## src/rtl/status_blink_coder.sv

```systemverilog
// Blink-code override source: repeats a 1-7 pulse status code as ON/OFF pulses
// followed by a dark gap, with a single-entry pending slot for the next code.
module status_blink_coder #(
  parameter int TICK_DIV  = 50000,
  parameter int ON_TICKS  = 250,
  parameter int OFF_TICKS = 250,
  parameter int GAP_TICKS = 1000
) (
  input  logic       clk,
  input  logic       nreset,
  input  logic       code_valid,
  input  logic [2:0] code,
  output logic       code_ready,
  input  logic       clear,
  output logic       busy,
  output logic       led_override_en,
  output logic [1:0] led_override
);

  localparam int MAX_ON_OFF = (ON_TICKS > OFF_TICKS) ? ON_TICKS : OFF_TICKS;
  localparam int MAX_TICKS  = (MAX_ON_OFF > GAP_TICKS) ? MAX_ON_OFF : GAP_TICKS;
  localparam int PW = $clog2(TICK_DIV + 1);
  localparam int TW = $clog2(MAX_TICKS + 1);

  typedef enum logic [1:0] {
    IDLE      = 2'd0,
    PULSE_ON  = 2'd1,
    PULSE_OFF = 2'd2,
    GAP       = 2'd3
  } state_t;

  state_t        state_r, state_nxt_s;
  logic [PW-1:0] presc_r, presc_nxt_s;
  logic [TW-1:0] tick_cnt_r, tick_cnt_nxt_s;
  logic [2:0]    pulse_cnt_r, pulse_cnt_nxt_s;
  logic [2:0]    active_code_r, active_code_nxt_s;
  logic          pend_valid_r, pend_valid_nxt_s;
  logic [2:0]    pend_code_r, pend_code_nxt_s;
  logic          busy_r, busy_nxt_s;
  logic          en_r, en_nxt_s;
  logic [1:0]    led_r, led_nxt_s;

  logic tick_s, accept_s, enter_s;
  logic on_done_s, off_done_s, gap_done_s;

  assign tick_s     = (presc_r == PW'(TICK_DIV - 1));
  assign code_ready = !clear && ((state_r == IDLE) || !pend_valid_r);
  assign accept_s   = code_valid && code_ready;
  assign on_done_s  = tick_s && (tick_cnt_r == TW'(ON_TICKS - 1));
  assign off_done_s = tick_s && (tick_cnt_r == TW'(OFF_TICKS - 1));
  assign gap_done_s = tick_s && (tick_cnt_r == TW'(GAP_TICKS - 1));

  assign busy            = busy_r;
  assign led_override_en = en_r;
  assign led_override    = led_r;

  // State register, timing counters, code storage and registered outputs
  always_ff @(posedge clk or negedge nreset) begin
    if (!nreset) begin
      state_r       <= IDLE;
      presc_r       <= '0;
      tick_cnt_r    <= '0;
      pulse_cnt_r   <= 3'd0;
      active_code_r <= 3'd0;
      pend_valid_r  <= 1'b0;
      pend_code_r   <= 3'd0;
      busy_r        <= 1'b0;
      en_r          <= 1'b0;
      led_r         <= 2'b00;
    end else begin
      state_r       <= state_nxt_s;
      presc_r       <= presc_nxt_s;
      tick_cnt_r    <= tick_cnt_nxt_s;
      pulse_cnt_r   <= pulse_cnt_nxt_s;
      active_code_r <= active_code_nxt_s;
      pend_valid_r  <= pend_valid_nxt_s;
      pend_code_r   <= pend_code_nxt_s;
      busy_r        <= busy_nxt_s;
      en_r          <= en_nxt_s;
      led_r         <= led_nxt_s;
    end
  end

  // Next-state, code bookkeeping and counter updates
  always_comb begin
    state_nxt_s       = state_r;
    pulse_cnt_nxt_s   = pulse_cnt_r;
    active_code_nxt_s = active_code_r;
    pend_valid_nxt_s  = pend_valid_r;
    pend_code_nxt_s   = pend_code_r;
    enter_s           = 1'b0;

    if (clear) begin
      state_nxt_s       = IDLE;
      pulse_cnt_nxt_s   = 3'd0;
      active_code_nxt_s = 3'd0;
      pend_valid_nxt_s  = 1'b0;
      pend_code_nxt_s   = 3'd0;
      enter_s           = 1'b1;
    end else begin
      case (state_r)
        IDLE: begin
          if (accept_s && (code != 3'd0)) begin
            state_nxt_s       = PULSE_ON;
            pulse_cnt_nxt_s   = code;
            active_code_nxt_s = code;
            enter_s           = 1'b1;
          end else begin
            state_nxt_s = IDLE;
          end
        end
        PULSE_ON: begin
          if (on_done_s) begin
            enter_s = 1'b1;
            if (pulse_cnt_r == 3'd1) begin
              state_nxt_s = GAP;
            end else begin
              pulse_cnt_nxt_s = pulse_cnt_r - 3'd1;
              state_nxt_s     = PULSE_OFF;
            end
          end else begin
            state_nxt_s = PULSE_ON;
          end
        end
        PULSE_OFF: begin
          if (off_done_s) begin
            state_nxt_s = PULSE_ON;
            enter_s     = 1'b1;
          end else begin
            state_nxt_s = PULSE_OFF;
          end
        end
        GAP: begin
          if (gap_done_s) begin
            enter_s = 1'b1;
            if (pend_valid_r) begin
              pend_valid_nxt_s = 1'b0;
              if (pend_code_r == 3'd0) begin
                state_nxt_s     = IDLE;
                pulse_cnt_nxt_s = 3'd0;
              end else begin
                state_nxt_s       = PULSE_ON;
                active_code_nxt_s = pend_code_r;
                pulse_cnt_nxt_s   = pend_code_r;
              end
            end else begin
              state_nxt_s     = PULSE_ON;
              pulse_cnt_nxt_s = active_code_r;
            end
          end else begin
            state_nxt_s = GAP;
          end
        end
        default: begin
          state_nxt_s = IDLE;
          enter_s     = 1'b1;
        end
      endcase

      // Ready is only high here when the slot is empty, so this never overwrites
      if (accept_s && (state_r != IDLE)) begin
        pend_valid_nxt_s = 1'b1;
        pend_code_nxt_s  = code;
      end else begin
        pend_code_nxt_s = pend_code_nxt_s;
      end
    end

    if (enter_s || (state_r == IDLE) || tick_s) begin
      presc_nxt_s = '0;
    end else begin
      presc_nxt_s = presc_r + PW'(1);
    end

    if (enter_s || (state_r == IDLE)) begin
      tick_cnt_nxt_s = '0;
    end else if (tick_s) begin
      tick_cnt_nxt_s = tick_cnt_r + TW'(1);
    end else begin
      tick_cnt_nxt_s = tick_cnt_r;
    end
  end

  // Outputs decoded from next state so they move on the same edge as the state
  always_comb begin
    busy_nxt_s = (state_nxt_s != IDLE);
    en_nxt_s   = (state_nxt_s != IDLE);
    if (state_nxt_s == PULSE_ON) begin
      led_nxt_s = 2'b11;
    end else begin
      led_nxt_s = 2'b00;
    end
  end

endmodule

```

## config.mk

```make
export PLATFORM = sky130hd
export DESIGN_NAME = status_blink_coder
export DESIGN_NICKNAME = d
export VERILOG_FILES = /design/src/rtl/status_blink_coder.sv
export SDC_FILE = /design/constraint.sdc
export NUM_CORES = 1
export LEC_CHECK = 0
export CAP_MARGIN = 10
export CORE_MARGIN = 5
export CORE_UTILIZATION = 45
export CTS_CLUSTER_SIZE = 10
export DETAILED_ROUTE_END_ITERATION = 7
export PLACE_DENSITY_LB_ADDON = 0.15
export SLEW_MARGIN = 10
export SYNTH_ARGS = -nofsm -noshare
export SYNTH_HDL_FRONTEND = slang
export SYNTH_SLANG_ARGS = --single-unit
```

## constraint.sdc

```tcl
create_clock -name clk -period 4.43 [get_ports clk]
set_input_delay 0.886 -clock clk [delete_from_list [all_inputs] [get_ports clk]]
set_output_delay 0.886 -clock clk [all_outputs]
set_load 0.03 [all_outputs]
```

# == Word-level counts from Yosys, hierarchy flattened ==
# Index checks and enable logic that the tools add are counted.
# W data, S select, Z words.
# totals
reg_bits,41
in_bits,7
output_inout_bits,5
word_cells,89
# op_classes
n_addsub,3
n_eq_ne,14
muxes,37
reduce_logical,26
# op_table
op,n
$mux W3,13
$mux W10,2
$add A16 B1 Y16 const B,1
$eq A16 B16 Y1 const B,1
$mux W16,1
$ne A3 B3 Y1 const B,5
$mux W2,6
$reduce_bool A3 Y1,4
$mux W1,11
$add A10 B1 Y10 const B,1
$eq A10 B10 Y1 const B,1
$eq A10 B8 Y1 const B,1
$reduce_and A5 Y1,2
$pmux W3 S3,1
$pmux W2 S4,1
$reduce_bool A2 Y1,4
$logic_and A1 B1 Y1,6
$pmux W3 S2,1
$eq A2 B1 Y1 const B,2
$eq A2 B2 Y1 const B,2
$reduce_bool A4 Y1,1
$eq A3 B1 Y1 const B,1
$logic_not A3 Y1,1
$logic_or A1 B1 Y1,3
7 further kinds,8

# == Depth between registers and ports, before layout ==
# Gate-level depths: netlist of the first run.
# logic_depth
ltp_word,11
ltp_mapped,8
mapped_depth_nobuf,7

# == Least setup slack after synthesis of the first run ==
# No wires, ideal clock.
# synth_path
path_kind,input to output
start,in clear
end,out code_ready
t_arrival_ns,1.566
t_required_ns,3.544
setup_slack_ns,1.978
path_stages,2
n_path_buf,1
path_cell_list,clkbuf_1 a21oi_1
# synth_between
elab_chain_len,2
# synth_lines
item,line_no,rtl
start: declaration,14,"input logic clear,"
$logic_not A1 Y1,47,assign code_ready = !clear && ((state_r == IDLE) || !pend_valid_r);
$logic_and A1 B1 Y1,47,
end: declaration,13,"output logic code_ready,"
# Every way passes these cells.

# == Worst setup path after layout of the first run ==
# Ends and elaborated chain as after synthesis.

==> results_dict.tcl, run 1 <==
set metrics [dict create \
    remaining_drc_errors 0 \
    worstSetupEndpoint "code_ready" \
    syn_nets 263 \
    synth_top_area_frac 0.427 \
    reg2reg_setup_slack_ns 2.15 \
    p_per_area_nw_per_um2 291 \
    whs_ns 0.477 \
    leakagePower_uw 0.00105 \
    rows 26 \
    place_ws_ns 1.27 \
    h-tree-depth 2 \
    reg2reg_from "presc_r[0]" \
    path_class "primary input to primary output" \
    drtAntennaViolNets 0 \
    vias 1719 \
    rsz0062_at_grt "no" \
    fill_cells 505 \
    cp.depth 4 \
    viasPerCell 5.22 \
    cts_inserted_buffers 5 \
    layout.nets 274 \
    cp_num_buf_inv 3 \
    cp-end-kind "primary output" \
    clkLatencyLatePin_ns 0.29 \
    cts_tree "yes" \
    ir_worst_vdd_v 0.000182 \
    post_cts_buffers 0 \
    utilization 0.512 \
    hold_path_class "flip-flop to flip-flop" \
    wl_per_cell_um 13.6 \
    fin_ws_ns 1.28 \
    synth_warnings 0 \
    min_period_ns 3.15 \
    p_total_uw 757 \
    critPathRequiredTime_ns 3.54 \
    cap_violations 0 \
    max-slew-margin-rel 0.401 \
    synth_edf_count 0 \
    async_reset_ff_frac 1.00 \
    ctsHoldBuffers 0 \
    worst_slew_pin_slew_ns 0.899 \
    clkTransAtPathRegs_ns 0.08 \
    syn_inst 247 \
    skew_ns 0.00793 \
    clock_path_buffers 2 \
    synth_top_cell_by_area "dfrtp_1" \
    crit_path_start "clear" \
    reg2reg_to "active_code_r[0]" \
    area_growth_pct 10.8 \
    dp_hpwl_um 3200 \
    wl_um 4470 \
    seq_area_frac_synth 0.427 \
    grt_max_degree 41 \
    synth.distinct_cells 44 \
    cpLargestDelayFamily "buffers and inverters" \
    drive_gt1_frac 0.0965 \
    port_buffers 11 \
    grtUsageTotal 0.148 \
    worstSetupStartpointType "primary input" \
    crit_arrival_ns 2.26 \
    path_max_fanout 15 \
    die_area_um2 6750 \
    n_antenna_cell 0 \
    start_util 0.462 \
    outcome "complete, no violations" \
    die_h_um 82.2 \
    path_cells "clkdlybuf4s50_1 -> buf_4 -> a21oi_1 -> clkdlybuf4s50_1" \
    drv_slew 0 \
    grt_pass1_vias 1651 \
    firstDrtPassIters 6 \
    tns_ns 0 \
    synth_area_leaders "dfrtp_1 (43%), nor2_1 (5.6%), ha_1 (4.8%)" \
    synth_top_flop_cell "dfrtp_1" \
    crit_slowest_cell "clkdlybuf4s50_1" \
    cts.sinks 40 \
    finalSetupViolCount 0 \
    ys_seq_elements 40 \
    path_common_cell "clkdlybuf4s50_1" \
    grt_pass1_wl_um 7870 \
    syn_area_um2 2340 \
    ioPinCount 12 \
    cts_resized 0 \
    core-area_um2 5070 \
    grt.overflow.total 0 \
    fmax_mhz 318 \
    antenna_found_initial 0 \
    gp_congestion 0.838 \
    die_w_um 82.2 \
    cts_root_buffer "clkbuf_8" \
    finalCritPeriodShare 0.711 \
    first_iter_violations 51 \
    finalHoldViolCount 0 \
    crit_path_max_incr_delay_ns 0.68 \
    avgSynthCellArea_um2 9.49 \
    reg2reg_depth 6 \
]
routing by layer:
layer,track usage,wire (um),part of all wire
met1,0.213,2290,0.51
met2,0.224,2030,0.45
met3,0.0293,107,0.024
met4,0.0482,48,0.011
met5,0,0,0
synth_stat cells (3+ instances only):
cell type and n:
clkbuf_1 4, or3_1 4, nand3_1 15, nor4_1 4, inv_1 12, xnor2_1 10
mux2i_1 7, and3_2 3, nor3_1 3, ha_1 9, dfrtp_1 40, a21oi_1 10
a211oi_1 5, nand4_1 7, nand2_1 23, nor2_1 35, xor2_1 11, nor2b_1 4
o21ai_0 6, and3_1 3
logic make-up after synthesis:
group / count (synthesis) / synth area share
simple gates: 115 / 0.268
flops: 40 / 0.427
compound gates: 33 / 0.102
xor+xnor: 21 / 0.0784
buf+inv: 20 / 0.0363
mux: 9 / 0.0395
fa+ha+maj: 9 / 0.0480
cells in the final DEF, fill, tap and decap left out, types with 4 or more instances in the layout:
cell type and n:
dfrtp_1 40, ha_1 9, inv_1 12, nor2_1 35
nor4_1 4, xnor2_1 10, nand4_1 7, a21oi_1 10
clkbuf_8 6, a211oi_1 5, clkdlybuf4s50_1 10, nor2b_1 4
nand2_1 23, or3_1 4, xor2_1 11, o21ai_0 6
mux2i_1 7, nand3_1 15
worst register-to-register path, delay by kind of cell, from the launching register on:
| kind | cells | cell delay, ns |
|---|---|---|
| flip-flops | 1 | 0.38 |
| AO/OA/AOI/OAI | 2 | 0.54 |
| AND/OR/NAND/NOR | 3 | 1.04 |
| adder cells (fa/ha/maj) | 1 | 0.21 |
power breakdown:
part,internal [uW],switching [uW],total (uW)
logic,47.9,69.6,117
registers,379,9.80,389
clock network,124,126,250
total,551,205,757
cell type report:
class	instances	area [um2]	share of cell area
Tap cell	70	87.6	0.0337
Clock inverter	2	10.0	0.00385
Multi-Input combinational cell	187	1260	0.485
Inverter	12	45.0	0.0173
Clock buffer	6	82.6	0.0318
Timing Repair Buffer	12	113	0.0434
Sequential cell	40	1000	0.385
flip-flops by register name (all words and copies together), names as in the netlist:
signal / cells
pend_valid_r: 1
presc_r: 16
active_code_r: 3
tick_cnt_r: 10
state_r: 2
led_override: 1
pend_code_r: 3
led_override_en: 1
pulse_cnt_r: 3
metrics by stage:
stage	cells	instance area, um2
after CTS	329	2600
after detailed placement	321	2500
final	329	2600
after floorplan	247	2340
after global placement	321	2500
after global routing	329	2600
worst min path at each step:
stage,cells after the start,slack [ns],end,startpoint
global placement,1,0.46,presc_r[0],presc_r[0]
global route,1,0.51,presc_r[0],presc_r[0]
floorplan,1,0.43,presc_r[0],presc_r[0]
detailed placement,1,0.46,presc_r[0],presc_r[0]
finish,1,0.48,presc_r[0],presc_r[0]
CTS,1,0.48,presc_r[0],presc_r[0]
Note: power is estimated with default switching activity, not from simulation.
==> inputs of run 2 (changes only) <==
==> constraint.sdc (replaced) <==
create_clock -name clk -period 3.2 [get_ports clk]
set_input_delay 0.64 -clock clk [delete_from_list [all_inputs] [get_ports clk]]
set_output_delay 0.64 -clock clk [all_outputs]
set_load 0.03 [all_outputs]
==> run 2 against run 1 <==
  * Worst hold slack got worse by 0.013 ns
  * Sequential power is 38% higher
  * Cell area is 0.29% lower
  * Via count grew 3.0%
  * Sequential share of layout area increased by 0.11 points
  * Wire length rose by 2.5%
  * Combinational power rose by 42%
  * Global-route usage increased by 1.1 points
  * Cell count did not move
  * Power rose by 35%
  * Count of clock-buffer cells in the layout unchanged
  * Clock power grew 28%
  * Largest power group unchanged
==> results_dict.tcl, run 2 (synthesized netlist as in run 1, its figures left out) <==
set metrics [dict create \
    finalCritPeriodShare 0.821 \
    grt_max_degree 41 \
    clock_path_buffers 2 \
    fill_cells 487 \
    core-area_um2 5070 \
    rows 26 \
    fmax_mhz 381 \
    cts_root_buffer "clkbuf_8" \
    critPathRequiredTime_ns 2.56 \
    ioPinCount 12 \
    switching_share 0.277 \
    cpLargestDelayFamily "buffers and inverters" \
    regArea_um2 1000 \
    cp_num_buf_inv 3 \
    post_cts_buffers 0 \
    layout.cells.non_filler 329 \
    cell_internal_pwr_uw 740 \
    multi_input_area_um2 1260 \
    tns_ns 0 \
    cp-end-kind "primary output" \
    rsz0062_at_grt "no" \
    path_max_fanout 5 \
    firstDrtPassIters 4 \
    cts.sinks 40 \
    leakagePower_uw 0.00105 \
    share_comb_of_total_power 0.162 \
    wl_per_cell_um 13.9 \
    wl_um 4580 \
    viasPerCell 5.38 \
    drive_gt1_frac 0.0927 \
    reg2reg_setup_slack_ns 0.98 \
    hold_path_class "primary input to asynchronous set/reset pin" \
    port_buffers 11 \
    ir_worst_vdd_v 0.000240 \
    cts_inserted_buffers 5 \
    dp.cells 322 \
    drtAntennaViolNets 0 \
    min_period_ns 2.63 \
    crit_slowest_cell "clkdlybuf4s50_1" \
    clkTransAtPathRegs_ns 0.08 \
    p_total_uw 1020 \
    power.switching_uw 284 \
    ctsHoldBuffers 0 \
    crit_arrival_ns 1.99 \
    finalSetupViolCount 0 \
    cts_tree "yes" \
    cap_violations 0 \
    n_antenna_cell 0 \
    gp_congestion 0.787 \
    first_iter_violations 78 \
    path_class "flip-flop to primary output" \
    vias 1771 \
    seqPwrFrac 0.526 \
    place_ws_ns 0.697 \
    max-slew-margin-rel 0.410 \
    area_growth_pct 10.5 \
    finalHoldViolCount 0 \
    drv_slew 0 \
    outcome "complete, no violations" \
    grt_pass1_vias 1704 \
    h-tree-depth 2 \
    start_util 0.462 \
    fin_ws_ns 0.573 \
    path_cells "inv_1 -> ha_1 -> inv_1 -> a21oi_1 -> clkdlybuf4s50_1" \
    skew_ns 0.00854 \
    final_cell_mix "dfrtp_1 (40), nor2_1 (35), nand2_1 (23)" \
    die_area_um2 6750 \
    dp_hpwl_um 3300 \
    largest-register "presc_r" \
    cts_resized 0 \
    p_per_area_nw_per_um2 395 \
    antenna_found_initial 0 \
    largest_registers "presc_r x16, tick_cnt_r x10" \
    grt_pass1_wl_um 8190 \
    clkLatencyLatePin_ns 0.29 \
    grt.overflow.total 0 \
    final_common_cell "dfrtp_1" \
    layout.nets 275 \
    crit_path_max_incr_delay_ns 0.68 \
    grtUsageTotal 0.160 \
    worst_slew_pin_slew_ns 0.885 \
    path_common_cell "inv_1" \
    die_h_um 82.2 \
    worstSetupStartpointType "flip-flop" \
    largest_register_ffs 16 \
    remaining_drc_errors 0 \
    pwr-share-clk 0.312 \
    die_w_um 82.2 \
]
-- run 2: cell types whose count changed in the layout (fill, tap and decap cells not counted) --
cell,delta
clkbuf_8,-1
clkbuf_1,+1
buf_4,+1
clkinv_2,-1
-- run 2: power groups by stage --
stage               Sequential [uW]  Clock, uW  Combinational (uW)
floorplan                       550          0                 110
global placement                548          0                 168
detailed placement              548          0                 169
CTS                             538        330                 169
global route                    542        354                 189
finish                          538        319                 166
-- run 2: final timing paths --
check / endpoint / cells after the start / startpoint
worst min register to register: presc_r[0] / 1 / presc_r[0]
worst max register to register: pulse_cnt_r[1] / 6 / presc_r[0]
min in group clk: presc_r[0] / 1 / presc_r[0]
worst max-delay path: code_ready / 5 / state_r[0]
max in group asynchronous: pend_code_r[0] / 1 / nreset
worst min-delay path: tick_cnt_r[6] / 1 / nreset
-- run 2: layout make-up --
class / instances / share of cell area
clock buffer: 6 / 0.0280
inverter: 12 / 0.0174
tap: 70 / 0.0338
multi-input combinational: 187 / 0.486
clock inverter: 1 / 0.00193
timing repair buffer: 13 / 0.0464
sequential: 40 / 0.386
-- run 2: metal layers --
layer	routed length (um)	global-route usage	up-vias
li1	-	-	891
met1	2280	0.215	850
met2	2060	0.250	24
met3	161	0.0390	6
met4	67	0.0548	0
met5	0	0	-
-- run 2: metrics by stage --
| stage | hold WS (ns) | area (um2) | util |
|---|---|---|---|
| global route | 0.493 | 2590 | 0.510 |
| finish | 0.464 | 2590 | 0.510 |
| detailed placement | 0.455 | 2510 | 0.495 |
| global placement | 0.461 | 2510 | 0.495 |
| CTS | 0.465 | 2590 | 0.510 |
| floorplan | 0.344 | 2340 | - |
==> inputs of run 3 (changes only) <==
==> constraint.sdc (replaced) <==
create_clock -name clk -period 2.4 [get_ports clk]
set_input_delay 0.48 -clock clk [delete_from_list [all_inputs] [get_ports clk]]
set_output_delay 0.48 -clock clk [all_outputs]
set_load 0.03 [all_outputs]
==> run 3 against run 2 <==
  * Non-clock buffer count is 6 higher
  * Register-to-register slack got worse by 0.79 ns
  * Wire length up 3.2%
  * Cell count is 2.1% higher
  * Combinational power is 36% higher
  * Via count increased by 0.28%
  * Sequential power rose by 33%
  * Sequential share of layout area is 1.3 points lower
  * Global-route usage rose by 0.39 points
  * Clock power up 88%
  * Largest cell class unchanged
  * Largest power group unchanged
==> results_dict.tcl, run 3 (synthesized netlist as in run 1, its figures left out) <==
set metrics [dict create \
    ioPinCount 12 \
    post_cts_buffers 0 \
    rows 26 \
    leakagePower_uw 0.00110 \
    finalHoldViolCount 0 \
    reg2reg_depth 6 \
    drtAntennaViolNets 0 \
    gp_congestion 0.830 \
    fmax_mhz 453 \
    worstSetupEndpoint "pulse_cnt_r[1]" \
    wl_per_cell_um 14.1 \
    share_comb_of_total_power 0.147 \
    reg2reg_from "tick_cnt_r[0]" \
    min_period_ns 2.21 \
    switching_share 0.249 \
    largest-register "presc_r" \
    pwr-share-clk 0.388 \
    crit_arrival_ns 2.38 \
    largest_register_ffs 16 \
    fill_cells 502 \
    place_area_um2 2550 \
    die_h_um 82.2 \
    worstSetupStartpointType "flip-flop" \
    hold_path_class "primary input to asynchronous set/reset pin" \
    wl_um 4730 \
    die_area_um2 6750 \
    dp_hpwl_um 3460 \
    seqPwrFrac 0.465 \
    drive_gt1_frac 0.124 \
    cts_root_buffer "clkbuf_8" \
    critPathRequiredTime_ns 2.57 \
    vias 1776 \
    firstDrtPassIters 4 \
    grtUsageTotal 0.164 \
    finalCritPeriodShare 0.921 \
    max-slew-margin-rel 0.418 \
    final_cell_mix "dfrtp_1 (40), nor2_1 (35), nand2_1 (23)" \
    remaining_drc_errors 0 \
    reg2reg_to "pulse_cnt_r[1]" \
    antenna_found_initial 0 \
    path_max_fanout 5 \
    drv_slew 0 \
    port_buffers 11 \
    cell_internal_pwr_uw 1160 \
    n_antenna_cell 0 \
    path_class "flip-flop to flip-flop" \
    cap_violations 0 \
    ctsHoldBuffers 0 \
    power.switching_uw 384 \
    final_common_cell "dfrtp_1" \
    h-tree-depth 2 \
    grt_max_degree 41 \
    clkTransAtPathRegs_ns 0.08 \
    first_iter_violations 94 \
    finalInstanceArea_um2 2680 \
    cts.sinks 40 \
    viasPerCell 5.29 \
    reg2reg_setup_slack_ns 0.19 \
    layout.nets 281 \
    largest_registers "presc_r x16, tick_cnt_r x10" \
    grt_pass1_wl_um 8520 \
    grt_pass1_vias 1841 \
    ir_worst_vdd_v 0.000320 \
    finalSetupViolCount 0 \
    area_growth_pct 14.4 \
    cp-end-kind "flip-flop" \
    layout.cells.non_filler 336 \
    dp.cells 328 \
    cts_tree "yes" \
    worst_slew_pin_slew_ns 0.874 \
    tns_ns 0 \
    start_util 0.462 \
    outcome "complete, no violations" \
    clock_path_buffers 2 \
    die_w_um 82.2 \
    skew_ns 0.0101 \
    rsz0062_at_grt "no" \
    grt.overflow.total 0 \
    cts_inserted_buffers 5 \
    clkLatencyLatePin_ns 0.29 \
    crit_path_start "tick_cnt_r[0]" \
    p_per_area_nw_per_um2 575 \
    core-area_um2 5070 \
]
-- run 3: changes by cell type in the layout (fill, tap and decap cells not counted) --
cell / change
buf_4: +7
clkbuf_8: +2
and4_2: -1
and4_4: +1
bufinv_16: +1
clkbuf_1: -1
clkdlybuf4s50_1: -1
clkinv_2: -1
-- run 3: cell type report --
cell class              count  area, um2  share of cell area
well taps                  70       87.6              0.0326
repair buffers             19        163              0.0606
flip-flops and latches     40       1000               0.373
clock buffers               7       96.3              0.0359
clock inverters             1       30.0              0.0112
inverters                  12       45.0              0.0168
multi-input cells         187       1260               0.470
-- run 3: worst min path at each step --
stage               start               end  slack (ns)  cells after the start
6_report           nreset     tick_cnt_r[6]        0.30                      1
5_1_grt            nreset       presc_r[11]        0.38                      1
4_1_cts            nreset        presc_r[0]        0.35                      1
3_5_place_dp   presc_r[0]        presc_r[0]        0.46                      1
3_3_place_gp   presc_r[0]        presc_r[0]        0.45                      1
2_1_floorplan      nreset  active_code_r[0]        0.18                      0
-- run 3: through the flow --
step	util	hold slack (ns)	power, uW	setup WS (ns)
2_1_floorplan	-	0.184	880	0.376
3_3_place_gp	0.503	0.452	957	0.132
3_5_place_dp	0.503	0.459	959	0.0742
4_1_cts	0.528	0.346	1560	0.178
5_1_grt	0.529	0.381	1620	0.0504
6_report	0.529	0.301	1540	0.190
-- run 3: timing repair --
item,CTS,global route
gates resized for setup,0,1
setup endpoints to repair,0,1
endpoints found under the hold margin,0,0
-- run 3: per-layer routing --
| metal | share of wire | track usage | routed length, um |
|---|---|---|---|
| met1 | 0.49 | 0.218 | 2320 |
| met2 | 0.47 | 0.262 | 2220 |
| met3 | 0.028 | 0.0390 | 132 |
| met4 | 0.010 | 0.0498 | 48 |
| met5 | 0 | 0 | 0 |
-- run 3: critical path, cell delays in order (launching register included) --
cell	delay [ns]
dfrtp_1	0.44
ha_1	0.17
nand2_1	0.06
or4_4	0.45
o41ai_4	0.43
nand4_2	0.19
mux2_1	0.34
-- run 3: power groups by stage --
| stage | Combinational [uW] | Clock [uW] | Sequential, uW |
|---|---|---|---|
| after floorplan | 146 | 0 | 734 |
| after global placement | 227 | 0 | 731 |
| after detailed placement | 228 | 0 | 731 |
| after CTS | 229 | 616 | 718 |
| after global routing | 255 | 644 | 722 |
| final | 226 | 599 | 717 |
